--- src/rtl/serial_subtractor.sv ---
// serial_subtractor: bit-serial a - b, one bit per clock, LSB first.
// Operands are captured when start is accepted in IDLE; the result and final
// borrow appear together on the SHIFT->DONE edge and hold until the next one.
// Optional feature: define SERIAL_SUB_OVF_EN to add the signed overflow output ovf.
module serial_subtractor #(
  parameter int WIDTH = 8
) (
  input  logic             clk,
  input  logic             rst,
  input  logic             start,
  input  logic [WIDTH-1:0] a,
  input  logic [WIDTH-1:0] b,
`ifdef SERIAL_SUB_OVF_EN
  output logic             ovf,
`endif
  output logic [WIDTH-1:0] diff,
  output logic             borrow,
  output logic             busy,
  output logic             done
);

  localparam int CNT_W = $clog2(WIDTH + 1);

  typedef enum logic [1:0] {
    IDLE  = 2'd0,
    SHIFT = 2'd1,
    DONE  = 2'd2
  } state_t;

  state_t state_q, state_d;

  logic [WIDTH-1:0] shiftA_q;
  logic [WIDTH-1:0] shiftB_q;
  logic [WIDTH-2:0] result_q;
  logic             borrowBit_q;
  logic [CNT_W-1:0] count_q;
  logic [WIDTH-1:0] diffReg_q;
  logic             borrowReg_q;
`ifdef SERIAL_SUB_OVF_EN
  logic             aMsb_q;
  logic             bMsb_q;
  logic             ovfReg_q;
`endif

  logic             diffBit;
  logic             borrowNext;
  logic             lastBit;
  logic [WIDTH-1:0] resultCat;
  logic [WIDTH-2:0] result_d;

  // One full-subtractor slice on the current LSBs, plus the shifted result view
  always_comb begin
    diffBit    = shiftA_q[0] ^ shiftB_q[0] ^ borrowBit_q;
    borrowNext = (~shiftA_q[0] & shiftB_q[0]) | (~(shiftA_q[0] ^ shiftB_q[0]) & borrowBit_q);
    lastBit    = (count_q == CNT_W'(WIDTH - 1));
    resultCat  = {diffBit, result_q};
    result_d   = resultCat[WIDTH-1:1];
  end

  // State register; reset overrides every transition
  always_ff @(posedge clk) begin
    if (rst) begin
      state_q <= IDLE;
    end else begin
      state_q <= state_d;
    end
  end

  // Next-state logic: IDLE waits for start, SHIFT runs WIDTH cycles, DONE lasts one cycle
  always_comb begin
    state_d = state_q;
    case (state_q)
      IDLE:    if (start) state_d = SHIFT;
      SHIFT:   if (lastBit) state_d = DONE;
      DONE:    state_d = IDLE;
      default: state_d = IDLE;
    endcase
  end

  // Status outputs decoded straight from the state register
  always_comb begin
    busy = 1'b0;
    done = 1'b0;
    case (state_q)
      SHIFT:   busy = 1'b1;
      DONE:    begin
        busy = 1'b1;
        done = 1'b1;
      end
      default: begin
        busy = 1'b0;
        done = 1'b0;
      end
    endcase
  end

  // Datapath: load operands on accept, shift one bit per SHIFT cycle, publish on the last bit
  always_ff @(posedge clk) begin
    if (rst) begin
      shiftA_q    <= '0;
      shiftB_q    <= '0;
      result_q    <= '0;
      borrowBit_q <= 1'b0;
      count_q     <= '0;
      diffReg_q   <= '0;
      borrowReg_q <= 1'b0;
`ifdef SERIAL_SUB_OVF_EN
      aMsb_q      <= 1'b0;
      bMsb_q      <= 1'b0;
      ovfReg_q    <= 1'b0;
`endif
    end else begin
      case (state_q)
        IDLE: begin
          if (start) begin
            shiftA_q    <= a;
            shiftB_q    <= b;
            borrowBit_q <= 1'b0;
            count_q     <= '0;
`ifdef SERIAL_SUB_OVF_EN
            aMsb_q      <= a[WIDTH-1];
            bMsb_q      <= b[WIDTH-1];
`endif
          end
        end
        SHIFT: begin
          shiftA_q    <= {1'b0, shiftA_q[WIDTH-1:1]};
          shiftB_q    <= {1'b0, shiftB_q[WIDTH-1:1]};
          borrowBit_q <= borrowNext;
          result_q    <= result_d;
          count_q     <= count_q + CNT_W'(1);
          if (lastBit) begin
            diffReg_q   <= resultCat;
            borrowReg_q <= borrowNext;
`ifdef SERIAL_SUB_OVF_EN
            ovfReg_q    <= (aMsb_q != bMsb_q) && (diffBit != aMsb_q);
`endif
          end
        end
        default: begin
        end
      endcase
    end
  end

  assign diff   = diffReg_q;
  assign borrow = borrowReg_q;
`ifdef SERIAL_SUB_OVF_EN
  assign ovf    = ovfReg_q;
`endif

endmodule

--- config.mk ---
export PLATFORM = sky130hd
export DESIGN_NAME = serial_subtractor
export DESIGN_NICKNAME = d
export VERILOG_FILES = /design/src/rtl/serial_subtractor.sv
export SDC_FILE = /design/constraint.sdc
export NUM_CORES = 1
export LEC_CHECK = 0
export CORE_MARGIN = 2
export CORE_UTILIZATION = 48
export DETAILED_ROUTE_END_ITERATION = 8
export GPL_TIMING_DRIVEN = 0
export PLACE_DENSITY = 0.74
export SLEW_MARGIN = 10
export SYNTH_ARGS = -nofsm -noshare
export SYNTH_HDL_FRONTEND = slang
export SYNTH_SLANG_ARGS = --single-unit
--- constraint.sdc ---
create_clock -name clk -period 1.7 [get_ports clk]
set_input_delay 0.34 -clock clk [delete_from_list [all_inputs] [get_ports clk]]
set_output_delay 0.34 -clock clk [all_outputs]
set_load 0.01 [all_outputs]
==> impl_metrics.json <==
{
  "diodes": 0,
  "grt_overflow": 0,
  "rsz0062_at_grt": "no",
  "seq_area_frac_synth_pct": 47.5,
  "yosysWarnings": 0,
  "layout_commonest_cell": "dfxtp_1",
  "avgRoutedWirePerCell_um": 13.0,
  "synth_area_per_cell_um2": 9.34,
  "place.gp.congestion": 0.753,
  "antenna_found_initial": 0,
  "clkSinkCount": 39,
  "final_cell_mix": "37 x dfxtp_1, 26 x clkdlybuf4s50_1, 24 x nor2_1",
  "reg2reg_depth": 6,
  "ys_ff_latch": 39,
  "crit_arrival_ns": 1.31,
  "yosys.area_share.xor_xnor_pct": 0,
  "fmax_mhz": 606,
  "ir_drop_v": 0.000596,
  "finalPower_mw": 1.77,
  "maxCapViolations": 0,
  "core_um2": 3310,
  "ioPinCount": 30,
  "drt-vias-per-instance": 5.19,
  "remaining_drc_errors": 0,
  "die_x_um": 62.5,
  "muxShareOfSynthArea_pct": 14.1,
  "cp.required_ns": 1.36,
  "regToRegEndpoint": "shiftA_q[3]",
  "ant_nets": 0,
  "min_to": "result_q[4]",
  "syn_to_final_growth_pct": 25.6,
  "syn_inst": 176,
  "outcome": "complete, no violations",
  "startpoint_type": "register",
  "stdcell_area_um2": 2060,
  "synth.distinct_cells": 26,
  "setup_viol": 0,
  "syn_nets": 200,
  "final_core_util_pct": 62.4,
  "clk_pin_slew_ns": 0.12,
  "finalWirelength_um": 3380,
  "power_density_nw_per_um2": 859,
  "cts_buffers": 5,
  "dpl_cell_area_um2": 1980,
  "dp_hpwl_um": 2390,
  "grt_max_degree": 13,
  "clockRootBuffer": "clkbuf_4",
  "cts_tree": "built",
  "clockBufferDepth": 2,
  "worstSetupPathType": "reg2out",
  "initial_core_util_pct": 49.7,
  "fin_nets": 236,
  "drt_pass1_iterations": 4,
  "critPathMaxFanout": 3,
  "die_area_um2": 3910,
  "drive_gt1_share_pct": 11.3,
  "worstHoldStart": "rst",
  "maxSlewViolCount": 0,
  "cts.htree.levels": 2,
  "clock_latency_ns": 0.35,
  "hold_depth": 2,
  "crit_path_end_kind": "primary output",
  "synth-simple-area-share_pct": 15.2,
  "initialDrtViolationCount": 36,
  "synth_top_family_by_area": "simple AND/OR/NAND/NOR gates",
  "skew_ns": 0.00544,
  "syn_area_um2": 1640,
  "synth_compound_area_share_pct": 14.4,
  "p_leak_nw": 0.747,
  "portBuffers": 28,
  "fin_crit_ns": 1.65,
  "grt_pass1_vias": 1326,
  "slew_headroom_pct": 65.4,
  "hp-class": "in2reg",
  "r2r-start": "state_q[1]",
  "synth_fa_ha_area_share_pct": 4.26,
  "track_usage_pct": 18.9,
  "grt_pass1_wl_um": 5840,
  "die_h_um": 62.5,
  "r2r_slack_ns": 0.08,
  "min_period_over_period_pct": 97.1,
  "worst_slew_pin_slew_ns": 0.520,
  "rows": 21,
  "num_vias": 1345,
  "final_hold_viol_count": 0
}
-- sequential cells by signal, indices dropped and copies added, names as in the netlist --
signal,cells
borrow,1
borrowBit_q,1
count_q,4
diff,8
result_q,7
shiftA_q,8
shiftB_q,8
state_q,2
-- worst max-delay path by stage --
stage | to | cells after the start | slack [ns] | start
floorplan | count_q[3] | 5 | 0.19 | state_q[0]
global placement | count_q[3] | 4 | -0.12 | start
CTS | busy | 3 | 0.006 | state_q[0]
global route | diff[5] | 6 | 0.005 | state_q[1]
finish | busy | 3 | 0.05 | state_q[1]
detailed placement | count_q[3] | 4 | -0.15 | start
-- kinds of logic after synthesis --
kind of cell / after synthesis
AND/OR/NAND/NOR: 56
flip-flops: 39
AO/OA/AOI/OAI: 36
multiplexers: 23
buffers and inverters: 17
adder cells (fa/ha/maj): 5
-- per-stage QoR --
stage / hold slack [ns] / TNS, ns / worst slack (ns) / cells
floorplan: 0.431 / 0 / 0.191 / 176
global placement: 0.444 / -0.117 / -0.117 / 250
detailed placement: 0.449 / -0.240 / -0.153 / 250
CTS: 0.343 / 0 / 0.00614 / 258
global route: 0.363 / 0 / 0.00530 / 259
finish: 0.353 / 0 / 0.0493 / 259
-- power breakdown --
part	switching, mW	internal, mW	leakage (nW)
clock network	0.313	0.160	0.0282
registers	0.0298	0.965	0.319
logic	0.158	0.147	0.400
total	0.501	1.27	0.747
-- per-layer routing --
metal,global-route usage (%),vias up,wire [um]
li1,-,687,-
met1,22.4,627,1550
met2,31.9,26,1600
met3,6.31,5,167
met4,6.67,0,56
met5,0,-,0
-- cell usage after synthesis --
cell      count  area (um2)
or4_1         1        7.51
a21oi_1      13        65.1
and3b_1       1        8.76
mux2_2        1        11.3
fa_1          1        20.0
or2b_1        1        7.51
nor2b_1       1        6.26
nand3_1       4        20.0
a32oi_1       2        17.5
clkbuf_1      5        18.8
o21ai_0       2        10.0
nor2_1       24        90.1
and4b_1       1        10.0
mux2i_1      22         220
a31oi_1       1        6.26
nand3b_1      1        7.51
o21ba_2       1        10.0
inv_1         6        22.5
buf_4         2        15.0
buf_2         3        15.0
ha_1          4        50.1
nand4b_1      2        17.5
buf_1         1        3.75
nand2_1      20        75.1
a211oi_1     17         128
dfxtp_1      39         781
-- layout make-up --
class / instances / area [um2]
inverters: 6 / 22.5
well taps: 46 / 57.6
plain buffers: 11 / 53.8
clock inverters: 2 / 12.5
clock buffers: 6 / 41.3
fillers: 304 / 1250
flip-flops and latches: 39 / 783
multi-input cells: 120 / 807
repair buffers: 29 / 287
-- critical path, stage by stage, from the launching register on --
cell             delay, ns
dfxtp_2               0.36
inv_1                 0.06
ha_2                  0.31
clkdlybuf4s15_1       0.23
-- what timing repair did --
item,4_1_cts,5_1_grt
endpoints found under the hold margin,0,0
gates resized for setup,4,9
buffers inserted,0,1
pin swaps,0,0
setup endpoints to repair,3,22
hold buffers,0,0
No activity file was read; power rests on OpenSTA's default activity.
